--- src/rtl/dmem_ctrl.sv ---
`default_nettype none
// +----------------------------------------------------------------------------+
// | dmem_ctrl : MEM-stage bus to single-port byte-enabled SRAM (1-cycle read). |
// | Optional misalignment trap: define DMEM_CTRL_MISALIGN_TRAP_EN.             |
// | Revision  : 1.0                                                            |
// +----------------------------------------------------------------------------+
module dmem_ctrl #(
  parameter int WAIT_STATES = 0,
  parameter int ADDR_W      = 16
) (
  input  logic              clk,
  input  logic              rst_n,
  input  logic [31:0]       dad,
  input  logic [31:0]       ddt_in,
  output logic [31:0]       ddt_out,
  output logic              ddt_oe,
  input  logic              mreq,
  input  logic              write,
  input  logic [1:0]        size,
  output logic              ackd_n,
  output logic              mem_en,
  output logic              mem_we,
  output logic [3:0]        mem_be,
  output logic [ADDR_W-1:0] mem_addr,
  output logic [31:0]       mem_wdata,
  input  logic [31:0]       mem_rdata,
  output logic              err
);

  localparam logic [1:0] c_SZ_HALF   = 2'b01;
  localparam logic [1:0] c_SZ_BYTE   = 2'b10;
  localparam logic [3:0] c_WAIT_LOAD = 4'((WAIT_STATES > 0) ? WAIT_STATES - 1 : 0);

  typedef enum logic [1:0] {
    S_IDLE   = 2'd0,
    S_WAIT   = 2'd1,
    S_ACCESS = 2'd2,
    S_RESP   = 2'd3
  } state_t;

  state_t      r_state;
  logic [3:0]  r_cnt;
  logic        r_write;
  logic [1:0]  r_size;
  logic [1:0]  r_lane;
  logic [3:0]  r_be;
  logic        r_trap;

  logic [3:0]  w_be_in;
  logic [31:0] w_wdata_in;
  logic        w_trap_in;
  logic [31:0] w_rdata;

  always_comb begin
    w_be_in    = 4'b1111;
    w_wdata_in = ddt_in;
    case (size)
      c_SZ_HALF: begin
        w_be_in    = dad[1] ? 4'b1100 : 4'b0011;
        w_wdata_in = {2{ddt_in[15:0]}};
      end
      c_SZ_BYTE: begin
        w_be_in    = 4'b0001 << dad[1:0];
        w_wdata_in = {4{ddt_in[7:0]}};
      end
      default: ;
    endcase
  end

`ifdef DMEM_CTRL_MISALIGN_TRAP_EN
  assign w_trap_in = ((size == c_SZ_HALF) && dad[0]) ||
                     ((size != c_SZ_HALF) && (size != c_SZ_BYTE) && (dad[1:0] != 2'b00));
`else
  assign w_trap_in = 1'b0;
`endif

  generate
    if (ADDR_W < 30) begin : g_unused_hi
      logic w_unused_hi;
      assign w_unused_hi = ^dad[31:ADDR_W+2];
    end
  endgenerate

  always_ff @(posedge clk or negedge rst_n) begin
    if (!rst_n) begin
      r_state   <= S_IDLE;
      r_cnt     <= 4'd0;
      r_write   <= 1'b0;
      r_size    <= 2'b00;
      r_lane    <= 2'b00;
      r_be      <= 4'b0000;
      r_trap    <= 1'b0;
      ackd_n    <= 1'b1;
      ddt_oe    <= 1'b0;
      mem_en    <= 1'b0;
      mem_we    <= 1'b0;
      mem_be    <= 4'b0000;
      mem_addr  <= '0;
      mem_wdata <= 32'd0;
    end else begin
      ackd_n <= 1'b1;
      ddt_oe <= 1'b0;
      mem_en <= 1'b0;
      mem_we <= 1'b0;
      mem_be <= 4'b0000;
      case (r_state)
        S_IDLE: begin
          if (mreq) begin
            r_write   <= write;
            r_size    <= size;
            r_lane    <= dad[1:0];
            r_be      <= w_be_in;
            r_trap    <= w_trap_in;
            mem_addr  <= dad[ADDR_W+1:2];
            mem_wdata <= w_wdata_in;
            if (WAIT_STATES > 0) begin
              r_state <= S_WAIT;
              r_cnt   <= c_WAIT_LOAD;
            end else begin
              // Zero wait states: SRAM strobes come straight from the request.
              r_state <= S_ACCESS;
              mem_en  <= ~w_trap_in;
              mem_we  <= write & ~w_trap_in;
              mem_be  <= w_trap_in ? 4'b0000 : w_be_in;
            end
          end
        end
        S_WAIT: begin
          if (r_cnt == 4'd0) begin
            r_state <= S_ACCESS;
            mem_en  <= ~r_trap;
            mem_we  <= r_write & ~r_trap;
            mem_be  <= r_trap ? 4'b0000 : r_be;
          end else begin
            r_cnt <= r_cnt - 4'd1;
          end
        end
        S_ACCESS: begin
          r_state <= S_RESP;
          ackd_n  <= 1'b0;
          ddt_oe  <= ~r_write;
        end
        S_RESP: begin
          r_state <= S_IDLE;
        end
        default: r_state <= S_IDLE;
      endcase
    end
  end

`ifdef DMEM_CTRL_MISALIGN_TRAP_EN
  logic r_err;
  always_ff @(posedge clk or negedge rst_n) begin
    if (!rst_n) begin
      r_err <= 1'b0;
    end else if ((r_state == S_ACCESS) && r_trap) begin
      r_err <= 1'b1;
    end
  end
  assign err = r_err;
`else
  assign err = 1'b0;
`endif

  // SRAM data arrives during RESP, so extraction is steered by latched state only.
  always_comb begin
    w_rdata = 32'd0;
    if ((r_state == S_RESP) && !r_write && !r_trap) begin
      case (r_size)
        c_SZ_HALF: w_rdata = {16'd0, r_lane[1] ? mem_rdata[31:16] : mem_rdata[15:0]};
        c_SZ_BYTE: w_rdata = {24'd0, mem_rdata[{r_lane, 3'b000} +: 8]};
        default:   w_rdata = mem_rdata;
      endcase
    end
  end

  assign ddt_out = w_rdata;

endmodule
`default_nettype wire
--- config.mk ---
export PLATFORM = sky130hd
export DESIGN_NAME = dmem_ctrl
export DESIGN_NICKNAME = d
export VERILOG_FILES = /design/src/rtl/dmem_ctrl.sv
export SDC_FILE = /design/constraint.sdc
export NUM_CORES = 1
export LEC_CHECK = 0
export CAP_MARGIN = 25
export CELL_PAD_IN_SITES_DETAIL_PLACEMENT = 1
export CELL_PAD_IN_SITES_GLOBAL_PLACEMENT = 2
export CORE_UTILIZATION = 22
export CTS_CLUSTER_SIZE = 12
export DETAILED_ROUTE_END_ITERATION = 10
export HOLD_SLACK_MARGIN = 0.03
export PLACE_DENSITY = 0.77
export SYNTH_ARGS = -nofsm -noshare
export SYNTH_HDL_FRONTEND = slang
export SYNTH_SLANG_ARGS = --single-unit
--- constraint.sdc ---
create_clock -name clk -period 2.52 [get_ports clk]
set_input_delay 0.756 -clock clk [delete_from_list [all_inputs] [get_ports clk]]
set_output_delay 0.756 -clock clk [all_outputs]
set_load 0.1 [all_outputs]
==> out/qor.yml <==
syn_inst: 402
track_usage: 0.159
cts_hold_buffers: 0
maxSlewViolCount: 0
clockRootBuffer: "clkbuf_16"
dieArea_sq_um: 17500
clk_pin_slew_ns: 0.06
drtPass1Iterations: 4
ys.flop_type: "dfrtp_1"
hpwl_mm: 10.2
critPathCaptureType: "primary output"
rsz0062_at_grt: "true"
nNetsFinal: 716
drc: 0
cts_tree: "done"
placed_area_sq_um: 6260
synth-seq-cells: 71
synth-edff-count: 0
htree_levels: 3
rows: 47
crit_fanout: 2
route.vias.total: 3727
start_kind: "input port"
final_hold_viol_count: 0
fin_worst_skew_ns: 0.00500
instances_no_fill: 832
ant_nets: 0
status: "finished with violations"
cts.sinks: 71
cap_viol_max_count: 0
worstHoldPathType: "input port to async pin"
die_h_microns: 132
synth_nets: 511
min_period_over_period: 1.07
io_buffers: 175
finalSetupViolations: 19
dr.first_iter.drc_count: 99
violations: "setup timing"
critical_path_arrival_ns: 1.93
synthArstFlopShare: 1.00
critPathRequiredTime_ns: 1.76
synth_cell_type_count: 40
diodes: 0
avgSynthCellArea_sq_um: 9.28
grt_start_max_net_pins: 72
grt_pass1_vias: 4123
cts_buffers: 9
synth_seq_area_share: 0.476
path_class: "input port to primary output"
fmax_ghz: 0.372
yosys_warnings: 0
grt-ovfl-total: 0
place_ws_ns: -0.380
final_cell_area_sq_um: 7050
num_io_pins: 191
place_inst: 799
wl_mm: 13.6
coreArea_sq_um: 16600
grt_first_pass_wirelength_mm: 21.9
tightest_slew_ns: 0.503
area_growth_pct: 88.8
fin_crit_ns: 2.69
fillers: 1829
place.gp.congestion: 0.770
wl_per_cell_microns: 16.3
clk-insertion-delay-late_ns: 0.33
fin_ws_ns: -0.170
syn_area_sq_um: 3730
antenna_found_initial: 0
cts_buffer_depth: 2
vias_per_cell: 4.48
slew_headroom: 0.665
start_util: 0.225
drive_above_1_share: 0.369
die_x_microns: 132
-- worst paths after layout --
kind / from / to / slack (ns) / depth (start not counted)
setup / recovery: mem_rdata[6] / ddt_out[6] / -0.17 / 6
hold / removal: rst_n / mem_wdata[19] / 0.39 / 1
setup reg to reg: r_cnt[0] / mem_be[0] / 0.82 / 5
hold reg to reg: r_be[1] / mem_be[1] / 0.47 / 2
max in group asynchronous: rst_n / ackd_n / 1.48 / 2
min in group clk: r_be[1] / mem_be[1] / 0.47 / 2
-- worst max-delay path, stage by stage --
cell           delay [ns]
dlygate4sd2_1        0.26
mux2_4               0.28
a221oi_2             0.26
buf_4                0.16
nor3_4               0.04
buf_12               0.17
-- area by class of cell --
type / count / area [sq um] / share of cell area
Sequential cell: 71 / 1780 / 0.252
Multi-Input combinational cell: 294 / 2230 / 0.317
Tap cell: 220 / 275 / 0.0391
Timing Repair Buffer: 222 / 2410 / 0.342
Inverter: 9 / 33.8 / 0.00479
Clock inverter: 6 / 85.1 / 0.0121
Clock buffer: 10 / 229 / 0.0325
-- flip-flops by register name (all words and copies together), names as in the netlist --
name and count:
r_state 2, mem_we 1, r_write 1, mem_be 4, mem_en 1, mem_wdata 32, r_lane 2, r_cnt 4
r_be 4, r_size 2, mem_addr 16, ddt_oe 1, ackd_n 1
-- cell families (layout without fill, tap and decap cells) --
logic type      count (synthesis)  in the layout  synth area share
mux                            25             25            0.0727
simple gates                  192            192             0.239
xor+xnor                        3              3           0.00704
compound gates                 66             66             0.128
fa+ha+maj                       7              7            0.0235
other cells                     1              1           0.00100
buf+inv                        37            247            0.0516
flops                          71             71             0.476
-- cell usage in the layout (no fill, tap or decap), types with 3 or more instances in the layout --
| master | count |
|---|---|
| a21o_1 | 4 |
| a221oi_1 | 8 |
| a221oi_4 | 6 |
| a22oi_1 | 8 |
| and3_1 | 6 |
| and3_4 | 10 |
| buf_12 | 41 |
| buf_4 | 88 |
| buf_6 | 4 |
| clkbuf_16 | 9 |
| clkdlybuf4s15_1 | 7 |
| clkdlybuf4s50_1 | 54 |
| dfrtp_1 | 70 |
| dlygate4sd2_1 | 25 |
| ha_1 | 5 |
| inv_1 | 7 |
| mux2_4 | 16 |
| mux2i_1 | 3 |
| mux2i_4 | 3 |
| nand2_1 | 116 |
| nor2_1 | 6 |
| nor2_2 | 6 |
| nor2_4 | 4 |
| nor2b_1 | 22 |
| nor2b_4 | 3 |
| nor3_4 | 8 |
| o21ai_0 | 16 |
| o31ai_1 | 16 |
-- cell usage after synthesis (2+ instances only) --
cell	count	area [sq um]
a21o_1	5	37.5
a21oi_1	2	10.0
a221oi_1	15	131
a22oi_1	8	60.1
and3_1	16	100
buf_2	10	50.1
buf_6	5	56.3
clkbuf_1	11	41.3
dfrtp_1	70	1750
ha_1	7	87.6
inv_1	9	33.8
mux2_2	17	191
mux2i_1	8	80.1
nand2_1	116	435
nand2b_1	2	12.5
nor2_1	14	52.6
nor2_2	2	12.5
nor2b_1	25	156
nor3_1	8	40.0
o21ai_0	16	80.1
o31ai_1	16	120
xor2_1	2	17.5
-- through the flow --
stage / hold slack [ns] / utilization / setup TNS (ns)
4_1_cts: 0.406 / 0.420 / -2.03
3_3_place_gp: 0.451 / 0.378 / -2.54
3_5_place_dp: 0.464 / 0.378 / -2.81
2_1_floorplan: 0.439 / - / -0.832
6_report: 0.386 / 0.425 / -1.77
5_1_grt: 0.415 / 0.425 / -3.23
-- timing repair --
item | in CTS | in global routing
setup buffers | 11 | 5
setup endpoints to repair | 32 | 29
pin swaps | 18 | 4
cloned | 1 | 0
resized for setup | 91 | 12
-- layer usage --
metal / vias to the layer above / global-route usage / routed length (microns)
met2: 124 / 0.294 / 6950
li1: 1781 / - / -
met4: 0 / 0.0447 / 149
met1: 1809 / 0.181 / 5660
met5: - / 0 / 0
met3: 13 / 0.0400 / 826
Power is not shown: default switching activity piles up to over one toggle a cycle in this logic, so the estimate is an artifact.
